==> src/rtl/qea_host_sequencer.sv <==
// rtl/qea_host_sequencer.sv - host run sequencer: context load, state init, core start/run, state readback
module qea_host_sequencer #(
    parameter int PE_NUM           = 4,
    parameter int PE_NUM_WIDTH     = 2,
    parameter int DATA_WIDTH       = 32,
    parameter int STATE_ADDR_WIDTH = 16,
    parameter int CTX_ADDR_WIDTH   = 16,
    parameter int CTX_DATA_WIDTH   = 64,
    parameter int MAX_QBIT_WIDTH   = 6,
    parameter int NUM_FRAC_BIT     = 30,
    parameter int CYC_WIDTH        = 32,
    parameter int RD_LATENCY       = 1
) (
    input  logic                                     clk,
    input  logic                                     rst,
    input  logic                                     i_go,
    input  logic [MAX_QBIT_WIDTH-1:0]                i_qbit_num,
    input  logic [CTX_ADDR_WIDTH-1:0]                i_ins_num,
    input  logic [STATE_ADDR_WIDTH+PE_NUM_WIDTH-1:0] i_init_index,
    input  logic [CYC_WIDTH-1:0]                     i_timeout,
    input  logic                                     i_ctx_valid,
    output logic                                     o_ctx_ready,
    input  logic [CTX_DATA_WIDTH-1:0]                i_ctx_data,
    output logic                                     o_ctx_en,
    output logic                                     o_ctx_wea,
    output logic [CTX_ADDR_WIDTH-1:0]                o_ctx_addr,
    output logic [CTX_DATA_WIDTH-1:0]                o_ctx_data,
    output logic [PE_NUM-1:0]                        o_state_ena,
    output logic [PE_NUM-1:0]                        o_state_wea,
    output logic [STATE_ADDR_WIDTH-1:0]              o_state_addra,
    output logic [PE_NUM*2*DATA_WIDTH-1:0]           o_state_dina,
    input  logic [PE_NUM*2*DATA_WIDTH-1:0]           i_state_dout,
    output logic                                     o_start,
    input  logic                                     i_complete,
    output logic                                     o_rd_valid,
    input  logic                                     i_rd_ready,
    output logic [PE_NUM*2*DATA_WIDTH-1:0]           o_rd_data,
    output logic                                     o_rd_last,
    output logic                                     o_busy,
    output logic                                     o_done,
    output logic                                     o_timeout_err,
    output logic                                     o_cfg_err,
    output logic [CYC_WIDTH-1:0]                     o_cycles
);
    localparam int SW = 2 * DATA_WIDTH;
    localparam int LW = PE_NUM * SW;
    localparam int IW = STATE_ADDR_WIDTH + PE_NUM_WIDTH;
    localparam logic [SW-1:0] AMP_ONE = SW'(1) << (NUM_FRAC_BIT + DATA_WIDTH);

    typedef enum logic [2:0] {S_IDLE, S_LOAD_CTX, S_INIT, S_START, S_RUN, S_READ, S_DONE} state_t;
    typedef enum logic [1:0] {RD_ISSUE, RD_WAIT, RD_HOLD} rd_phase_t;

    state_t                    state_q, state_d;
    rd_phase_t                 rd_phase_q, rd_phase_d;
    logic [CTX_ADDR_WIDTH-1:0] ins_num_q, ins_num_d, ctx_cnt_q, ctx_cnt_d;
    logic [IW-1:0]             init_index_q, init_index_d;
    logic [CYC_WIDTH-1:0]      timeout_q, timeout_d, cycles_q, cycles_d, cycles_inc;
    logic [STATE_ADDR_WIDTH-1:0] last_row_q, last_row_d, row_q, row_d;
    logic [7:0]                lat_q, lat_d;
    logic                      ctx_ready_q, ctx_ready_d, ctx_en_q, ctx_en_d, ctx_wea_q, ctx_wea_d;
    logic [CTX_ADDR_WIDTH-1:0] ctx_addr_q, ctx_addr_d;
    logic [CTX_DATA_WIDTH-1:0] ctx_data_q, ctx_data_d;
    logic [PE_NUM-1:0]         state_ena_q, state_ena_d, state_wea_q, state_wea_d;
    logic [STATE_ADDR_WIDTH-1:0] state_addra_q, state_addra_d;
    logic [LW-1:0]             state_dina_q, state_dina_d, rd_data_q, rd_data_d;
    logic                      start_q, start_d, rd_valid_q, rd_valid_d, rd_last_q, rd_last_d;
    logic                      busy_q, busy_d, done_q, done_d, timeout_err_q, timeout_err_d;
    logic                      cfg_err_q, cfg_err_d;

    logic                      cfg_bad;
    logic [STATE_ADDR_WIDTH:0] rows_go;
    logic [STATE_ADDR_WIDTH-1:0] last_row_go, init_row;
    logic [LW-1:0]             amp_top, init_word;

    // Index out of range is detected by any bit surviving the shift by qbit_num.
    assign cfg_bad = (i_ins_num == '0)
                  || (i_qbit_num < MAX_QBIT_WIDTH'(PE_NUM_WIDTH))
                  || (i_qbit_num > MAX_QBIT_WIDTH'(PE_NUM_WIDTH + STATE_ADDR_WIDTH))
                  || ((i_init_index >> i_qbit_num) != '0);
    assign rows_go     = (STATE_ADDR_WIDTH+1)'(1) << (i_qbit_num - MAX_QBIT_WIDTH'(PE_NUM_WIDTH));
    assign last_row_go = STATE_ADDR_WIDTH'(rows_go - (STATE_ADDR_WIDTH+1)'(1));
    assign init_row    = init_index_q[IW-1:PE_NUM_WIDTH];
    assign amp_top     = LW'(AMP_ONE) << (LW - SW);
    assign init_word   = amp_top >> (SW * int'(init_index_q[PE_NUM_WIDTH-1:0]));
    assign cycles_inc  = (cycles_q == '1) ? cycles_q : cycles_q + CYC_WIDTH'(1);

    always_comb begin
        state_d       = state_q;       rd_phase_d    = rd_phase_q;
        ins_num_d     = ins_num_q;     ctx_cnt_d     = ctx_cnt_q;
        init_index_d  = init_index_q;  timeout_d     = timeout_q;
        cycles_d      = cycles_q;      last_row_d    = last_row_q;
        row_d         = row_q;         lat_d         = lat_q;
        ctx_ready_d   = ctx_ready_q;   ctx_addr_d    = ctx_addr_q;
        ctx_data_d    = ctx_data_q;    state_addra_d = state_addra_q;
        state_dina_d  = state_dina_q;  rd_data_d     = rd_data_q;
        rd_valid_d    = rd_valid_q;    rd_last_d     = rd_last_q;
        timeout_err_d = timeout_err_q;
        ctx_en_d      = 1'b0;          ctx_wea_d     = 1'b0;
        state_ena_d   = '0;            state_wea_d   = '0;
        start_d       = 1'b0;          done_d        = 1'b0;
        cfg_err_d     = 1'b0;
        case (state_q)
            S_IDLE: if (i_go) begin
                if (cfg_bad) begin
                    cfg_err_d = 1'b1;
                end else begin
                    ins_num_d     = i_ins_num;
                    init_index_d  = i_init_index;
                    timeout_d     = i_timeout;
                    last_row_d    = last_row_go;
                    ctx_cnt_d     = '0;
                    cycles_d      = '0;
                    timeout_err_d = 1'b0;
                    ctx_ready_d   = 1'b1;
                    state_d       = S_LOAD_CTX;
                end
            end
            S_LOAD_CTX: if (i_ctx_valid && ctx_ready_q) begin
                ctx_en_d   = 1'b1;
                ctx_wea_d  = 1'b1;
                ctx_addr_d = ctx_cnt_q;
                ctx_data_d = i_ctx_data;
                ctx_cnt_d  = ctx_cnt_q + CTX_ADDR_WIDTH'(1);
                if (ctx_cnt_q == ins_num_q - CTX_ADDR_WIDTH'(1)) begin
                    ctx_ready_d = 1'b0;
                    row_d       = '0;
                    state_d     = S_INIT;
                end
            end
            S_INIT: begin
                state_ena_d   = '1;
                state_wea_d   = '1;
                state_addra_d = row_q;
                state_dina_d  = (row_q == init_row) ? init_word : '0;
                if (row_q == last_row_q) state_d = S_START;
                else                     row_d   = row_q + STATE_ADDR_WIDTH'(1);
            end
            S_START: begin
                start_d  = 1'b1;
                cycles_d = '0;
                state_d  = S_RUN;
            end
            S_RUN: begin
                if (i_complete) begin
                    cycles_d   = cycles_inc;
                    row_d      = '0;
                    rd_phase_d = RD_ISSUE;
                    state_d    = S_READ;
                end else if ((timeout_q != '0) && (cycles_q == timeout_q)) begin
                    timeout_err_d = 1'b1;
                    done_d        = 1'b1;
                    state_d       = S_DONE;
                end else begin
                    cycles_d = cycles_inc;
                end
            end
            S_READ: begin
                case (rd_phase_q)
                    RD_ISSUE: begin
                        state_ena_d   = '1;
                        state_addra_d = row_q;
                        lat_d         = 8'(RD_LATENCY);
                        rd_phase_d    = RD_WAIT;
                    end
                    // lat_q counts down from the cycle the enable is on the RAM port.
                    RD_WAIT: begin
                        if (lat_q == '0) begin
                            rd_data_d  = i_state_dout;
                            rd_valid_d = 1'b1;
                            rd_last_d  = (row_q == last_row_q);
                            rd_phase_d = RD_HOLD;
                        end else begin
                            lat_d = lat_q - 8'd1;
                        end
                    end
                    RD_HOLD: if (i_rd_ready) begin
                        rd_valid_d = 1'b0;
                        rd_last_d  = 1'b0;
                        if (row_q == last_row_q) begin
                            done_d  = 1'b1;
                            state_d = S_DONE;
                        end else begin
                            row_d      = row_q + STATE_ADDR_WIDTH'(1);
                            rd_phase_d = RD_ISSUE;
                        end
                    end
                    default: rd_phase_d = RD_ISSUE;
                endcase
            end
            S_DONE:  state_d = S_IDLE;
            default: state_d = S_IDLE;
        endcase
        busy_d = (state_d != S_IDLE);
    end

    always_ff @(posedge clk) begin
        if (rst) begin
            state_q <= S_IDLE;      rd_phase_q <= RD_ISSUE;
            ins_num_q <= '0;        ctx_cnt_q <= '0;
            init_index_q <= '0;     timeout_q <= '0;
            cycles_q <= '0;         last_row_q <= '0;
            row_q <= '0;            lat_q <= '0;
            ctx_ready_q <= 1'b0;    ctx_en_q <= 1'b0;      ctx_wea_q <= 1'b0;
            ctx_addr_q <= '0;       ctx_data_q <= '0;
            state_ena_q <= '0;      state_wea_q <= '0;
            state_addra_q <= '0;    state_dina_q <= '0;
            start_q <= 1'b0;        rd_valid_q <= 1'b0;    rd_last_q <= 1'b0;
            rd_data_q <= '0;        busy_q <= 1'b0;        done_q <= 1'b0;
            timeout_err_q <= 1'b0;  cfg_err_q <= 1'b0;
        end else begin
            state_q <= state_d;     rd_phase_q <= rd_phase_d;
            ins_num_q <= ins_num_d; ctx_cnt_q <= ctx_cnt_d;
            init_index_q <= init_index_d; timeout_q <= timeout_d;
            cycles_q <= cycles_d;   last_row_q <= last_row_d;
            row_q <= row_d;         lat_q <= lat_d;
            ctx_ready_q <= ctx_ready_d; ctx_en_q <= ctx_en_d; ctx_wea_q <= ctx_wea_d;
            ctx_addr_q <= ctx_addr_d;   ctx_data_q <= ctx_data_d;
            state_ena_q <= state_ena_d; state_wea_q <= state_wea_d;
            state_addra_q <= state_addra_d; state_dina_q <= state_dina_d;
            start_q <= start_d;     rd_valid_q <= rd_valid_d; rd_last_q <= rd_last_d;
            rd_data_q <= rd_data_d; busy_q <= busy_d;      done_q <= done_d;
            timeout_err_q <= timeout_err_d; cfg_err_q <= cfg_err_d;
        end
    end

    assign o_ctx_ready   = ctx_ready_q;
    assign o_ctx_en      = ctx_en_q;
    assign o_ctx_wea     = ctx_wea_q;
    assign o_ctx_addr    = ctx_addr_q;
    assign o_ctx_data    = ctx_data_q;
    assign o_state_ena   = state_ena_q;
    assign o_state_wea   = state_wea_q;
    assign o_state_addra = state_addra_q;
    assign o_state_dina  = state_dina_q;
    assign o_start       = start_q;
    assign o_rd_valid    = rd_valid_q;
    assign o_rd_data     = rd_data_q;
    assign o_rd_last     = rd_last_q;
    assign o_busy        = busy_q;
    assign o_done        = done_q;
    assign o_timeout_err = timeout_err_q;
    assign o_cfg_err     = cfg_err_q;
    assign o_cycles      = cycles_q;
endmodule

==> config.mk <==
export PLATFORM = sky130hd
export DESIGN_NAME = qea_host_sequencer
export DESIGN_NICKNAME = d
export VERILOG_FILES = /design/src/rtl/qea_host_sequencer.sv
export SDC_FILE = /design/constraint.sdc
export NUM_CORES = 1
export LEC_CHECK = 0
export CORE_AREA = 2 2 414 416
export DETAILED_ROUTE_END_ITERATION = 8
export DIE_AREA = 0 0 416 418
export PLACE_DENSITY = 0.35
export SLEW_MARGIN = 20
export SYNTH_ARGS = -nofsm -noshare
export SYNTH_HDL_FRONTEND = slang
export SYNTH_SLANG_ARGS = --single-unit
==> constraint.sdc <==
create_clock -name clk -period 3.65 [get_ports clk]
set_clock_uncertainty 0.05 [all_clocks]
set_input_delay 0.365 -clock clk [delete_from_list [all_inputs] [get_ports clk]]
set_output_delay 0.365 -clock clk [all_outputs]
set_load 0.03 [all_outputs]
# == After elaboration in Yosys (flattened, before gate mapping) ==
# Cells that the tools add are included.
# word_totals
output_inout_bits,658
inputBits,398
elab_cells,171
regBits,784
# classes
muxes,66
add_sub_neg,7
n_reduce_logical,34
eq_ne,29
n_lt_le_gt_ge,2
shifts,3
bitwise_logic,4
# op_table
op,n
256-bit two-way mux,1
255-bit by 8-bit >> shifter with 256-bit output (first input constant),1
16-bit two-way mux,10
32-bit two-way mux,5
32-bit case mux with 3 select lines,1
16-bit case mux with 2 select lines,2
16-bit case mux with 4 select lines,1
16-bit == test,3
16-bit by 1-bit adder with 16-bit output (second input constant),2
32-bit by 1-bit adder with 32-bit output (second input constant),1
32-bit == test,1
32-bit == test (second input constant),1
32-bit nonzero test,1
16-bit by 1-bit subtractor with 16-bit output (second input constant),2
3-bit two-way mux,10
2-bit inequality test (second input constant),12
1-bit two-way mux,19
3-bit case mux with 6 select lines,1
18-bit nonzero test,1
18-bit by 6-bit >> shifter with 18-bit output,1
16-bit zero test,1
8-bit case mux with 2 select lines,1
1-bit by 6-bit << shifter with 16-bit output (first input constant),1
5-bit AND reduction,3
other kinds (33),63

# == Logic depth before layout (Yosys ltp) ==
# depth
depth_word,8
depth_mapped,15
ltp_nobuf,12

# == Worst setup path after synthesis ==
# OpenSTA, ideal clock, no wires.
# synth_timing
path_type,input port to flip-flop
from,in i_qbit_num[1]
to,reg last_row_q[14]
path_stages,13
setup_time_ps,120
arrival_time_ps,3015
n_path_buf,3
path_slack_ps,465
t_required_ps,3480
path_cell_list,clkinv_1 > ha_1 > clkbuf_1 > nor4b_1 > o21ba_2 > clkbuf_1 > nand4_1 > ha_1 > clkbuf_1 > nand2_1 > mux2i_1 > nor2_1 > o31a_1
# synth_via
elab_chain_len,6
elab_cells_between_ends,12
cone_classes,add/sub: 2; order compare: 2; shift: 2; bitwise: 1; reduce/logical: 5
# synth_rtl
element,line_no,rtl
"start, declared",17,"input logic [MAX_QBIT_WIDTH-1:0] i_qbit_num,"
branches (longest 6 deep; another with 16-bit by 1-bit subtractor with 16-bit output),-,
"end signal, assigned",214,cycles_q <= cycles_d; last_row_q <= last_row_d;
"end, declared",58,"logic [STATE_ADDR_WIDTH-1:0] last_row_q, last_row_d, row_q, row_d;"
# Several ways; the timed one is not identified.
# A chain may end at the register's enable or synchronous reset.

# == Final worst setup path ==
# layout_timing
from,reg ins_num_q[0]
to,reg row_q[15]
# layout_via
elab_chain_len,4
# layout_rtl
element,line_no,rtl
"start, declared",55,"logic [CTX_ADDR_WIDTH-1:0] ins_num_q, ins_num_d, ctx_cnt_q, ctx_cnt_d;"
"start signal, assigned",212,ins_num_q <= ins_num_d; ctx_cnt_q <= ctx_cnt_d;
16-bit by 1-bit subtractor with 16-bit output,124,if (ctx_cnt_q == ins_num_q - CTX_ADDR_WIDTH'(1)) begin
16-bit == test,124,
2-bit inequality test (no source line),-,
6-bit AND reduction (no source line),-,
"end signal, assigned",215,row_q <= row_d; lat_q <= lat_d;
"end, declared",58,
# Every way passes these cells.

==> summary.md <==
| Metric | Value |
|---|---|
| Outcome | finished, final reports clean |
| Die area | approximately 0.17 sq mm |
| Seq cells post-synth | 526 |
| Origin of the critical flop-to-flop path | ins_num_q[0] |
| Setup crit start kind | register |
| Placed insts | 5945 |
| Leakage | 12.0 nW |
| CP Capture Type | register |
| Number of fill cells | 18800 |
| Most frequent cells in the layout | 925 x nand2_1, 802 x clkdlybuf4s50_1, 526 x dfxtp_1 |
| Async set or reset register ratio after synthesis | 0 |
| # IOs | ~1100 |
| Final setup vio count | 0 |
| Hold worst-path end | o_cycles[0] |
| Die H | 418 um |
| Most common cell after layout, fill and taps aside | nand2_1 |
| RR Endpoint | row_q[15] |
| Worst-path clk slew | 60 ps |
| Req. time, crit path | 4180 ps |
| Main combinational cell family by area after synthesis | simple AND/OR/NAND/NOR gates |
| Clk buf depth | 3 |
| Layout cell share with drive strength beyond 1 | 0.0592 |
| Reg2reg path depth | 10 |
| Yosys top cell area share | 0.451 |
| Clock latency on the worst-skew pair | around 670 ps |
| Util after Layout | 0.212 |
| Rel. slew slack | 0.334 |
| Worst EP arrival | roughly 3900 ps |
| Worst Min Path Start | rst |
| Drt pass-1 iters | 7 |
| Worst Tran Pin Value | 999 ps |
| Post-synthesis area per instance | 7.66 sq um |
| Vias in the first global route | 21900 |
| Final Hold Viols | 0 |
| Cell accounting for the most synthesized area | dfxtp_1 |
| Die Wd | 416 um |
| Synth Instances | 3049 |
| Post-Synth XOR/XNOR Area | 0.0405 |
| VDD IR max | 0.286 mV |
| Min-Delay Path Depth | 2 |
| Synth Flop Type | dfxtp_1 |
| Via-to-Cell Ratio | 3.72 |
| Root Driver | clkbuf_16 |
| Post-synthesis sequential area ratio | 0.451 |
| Post-route setup TNS | 0 ps |
| Post-synth cell types | 68 |
| Crit-path cells | inv_1 -> ha_1 -> or3b_2 -> nor4_1 -> o21bai_1 -> a22oi_1 -> and4b_1 -> a32oi_4 -> or4_1 -> a21oi_1 |
| Final worst path period share | 0.913 |
| Mux cell area share after synthesis | 0.00257 |
| Largest net degree at the start of global routing | between 100 and 150 |
| Synth area leaders | dfxtp_1 45%, nand2_1 15%, a21oi_1 10% |
| Overflow after GRT | 0 |
| Core area | approximately 0.17 sq mm |
| Routability cong. | 0.793 |
| Per-cell routed wire length | 19.3 um |
| GR Util All Layers | 0.129 |
| Max_cap viols | 0 |
| 1st-iter DRT viols | between 1000 and 1500 |
| Max stage delay cell, worst path | or4_1 |
| Crit Path Class | reg2reg |
| Starting Density | 0.138 |
| Max Clk Rate | 0.300 GHz |
| Post-CTS setup buffers | 0 |
| Clock sink count | 526 |
| Flop2flop setup slack | 320 ps |
| Via total after detailed routing | 22600 |
| Cell area power density | between 400 and 500 mW/mm^2 |
| EDFF count, synth | 0 |
| HP Class | in2reg |
| Area Overhead vs Synth | 53.3% |
| Final cell count without fillers | 6077 |
| First-pass GRT wire length | 164 mm |
| Final slew viol count | 0 |
| # nets final | 4208 |
| Setup ws final | 318 ps |
| Tmin final | around 3300 ps |
| CTS tree | yes |
| Crit-path max FO | 19 |
| Warning count from the yosys run | 0 |
| Slowest cell delay on critical path | roughly 570 ps |
| Remaining antenna violation count after routing | 0 |
| Htree depth | 3 |
| Placed wire-length estimate | 88.9 mm |
| Synth Cell Area | 0.0234 sq mm |
| DRC viols | 0 |
| Row count | approximately 150 |
| I/O Buffers | 803 |
| Initial antenna violation count | 20 |
| Adder-cell share of the synthesized area | 0.00429 |
| Simple-Gate Fraction of Synth Area | 0.229 |
| DRT Wirelength | 118 mm |
| Unrepaired setup endpoints after global routing | false |
| Pre-CTS setup slack | 225 ps |
| CTS Buf Count | 73 |
| Synth Area in Compound Gates | 0.151 |
==> worst max path at each step <==
stage,from,slack [ps],endpoint
after floorplan,i_qbit_num[1],460,last_row_q[14]
after global placement,i_qbit_num[2],220,last_row_q[14]
after detailed placement,i_qbit_num[2],220,last_row_q[14]
after CTS,ins_num_q[0],190,row_q[13]
after global routing,ins_num_q[0],80,row_q[15]
final,ins_num_q[0],320,row_q[15]
==> per-stage QoR <==
| stage | hold slack, ps | power (mW) | area (sq um) |
|---|---|---|---|
| 2_1_floorplan | 393 | 6.75 | 24300 |
| 3_3_place_gp | 390 | 7.17 | 33400 |
| 3_5_place_dp | 396 | 7.16 | 33400 |
| 4_1_cts | 29.7 | 14.8 | 35800 |
| 5_1_grt | 67.8 | 15.1 | 35800 |
| 6_report | 106 | 14.4 | 35800 |
==> cells by family after synthesis <==
group	after synthesis
xor gates and xnor gates	108
DFF	526
buffers and inverters	492
adders and majority gates	8
and+or+nand+nor	1271
AOI/OAI and AO/OA	637
other	1
muxes	6
==> report_power, final <==
part           total [mW]  leakage [nW]  switching [mW]  internal, mW
Clock                7.40          1.19            3.05          4.35
Combinational        1.25          6.61           0.732         0.513
Sequential           5.79          4.24          0.0269          5.77
Total                14.4          12.0            3.81          10.6
==> worst max-delay path: cells and delay by family (launching register included) <==
family                     cells  cell delay, ps
DFF                            1             370
and+or+nand+nor                4            1730
adders and majority gates      1             240
buffers and inverters          1              80
AOI/OAI and AO/OA              4             780
==> registers in the layout (all words and copies together) (netlist names), 4 cells and up <==
| name | flops |
|---|---|
| o_rd_data | 256 |
| lat_q | 8 |
| o_cycles | 32 |
| row_q | 16 |
| timeout_q | 32 |
| o_state_addra | 16 |
| init_index_q | 18 |
| o_ctx_data | 64 |
| o_ctx_addr | 16 |
| o_state_dina | 4 |
| last_row_q | 16 |
| ctx_cnt_q | 16 |
| ins_num_q | 16 |
==> synthesized netlist by cell type (6+ instances only) <==
library cell / instances
nand2_1: 926
ha_1: 8
inv_1: 23
and2_1: 10
a21oi_1: 478
nor4_1: 30
a31oi_1: 20
o21bai_1: 6
mux2i_1: 6
nand3_1: 41
dfxtp_1: 526
xnor2_1: 70
o21ai_0: 44
nor2_1: 111
o211ai_1: 7
clkbuf_1: 184
or4_1: 6
buf_1: 21
xor2_1: 38
nor2b_1: 15
a211oi_1: 16
buf_4: 259
o31ai_1: 9
or3_1: 11
nor3_1: 34
nand3b_1: 7
nand4_1: 33
and3_1: 11
nand2b_1: 10
a311oi_1: 14
==> metal layers <==
layer	track usage	part of all wire	vias up
met5	0	0.00046	-
met4	0.0377	0.026	10
met3	0.0415	0.068	146
met2	0.218	0.49	635
met1	0.155	0.41	10700
li1	-	-	11100
==> layout make-up <==
type                    count  area (sq um)  area share
multi-input cells        2282         11000       0.308
inverters                  24          90.1     0.00252
diodes                      7          17.5    0.000489
clock buffers             100          2070      0.0578
repair buffers            895          8960       0.250
flip-flops and latches    526         10500       0.294
clock inverters            25           345     0.00965
well taps                2218          2780      0.0775
==> timing repair <==
action | 4_1_cts | 5_1_grt
endpoints found under the hold margin | 0 | 0
endpoints found under the setup margin | 0 | 4
hold buffers | 0 | 0
gates resized for setup | 0 | 1
Note: power is estimated with default switching activity, not from simulation.
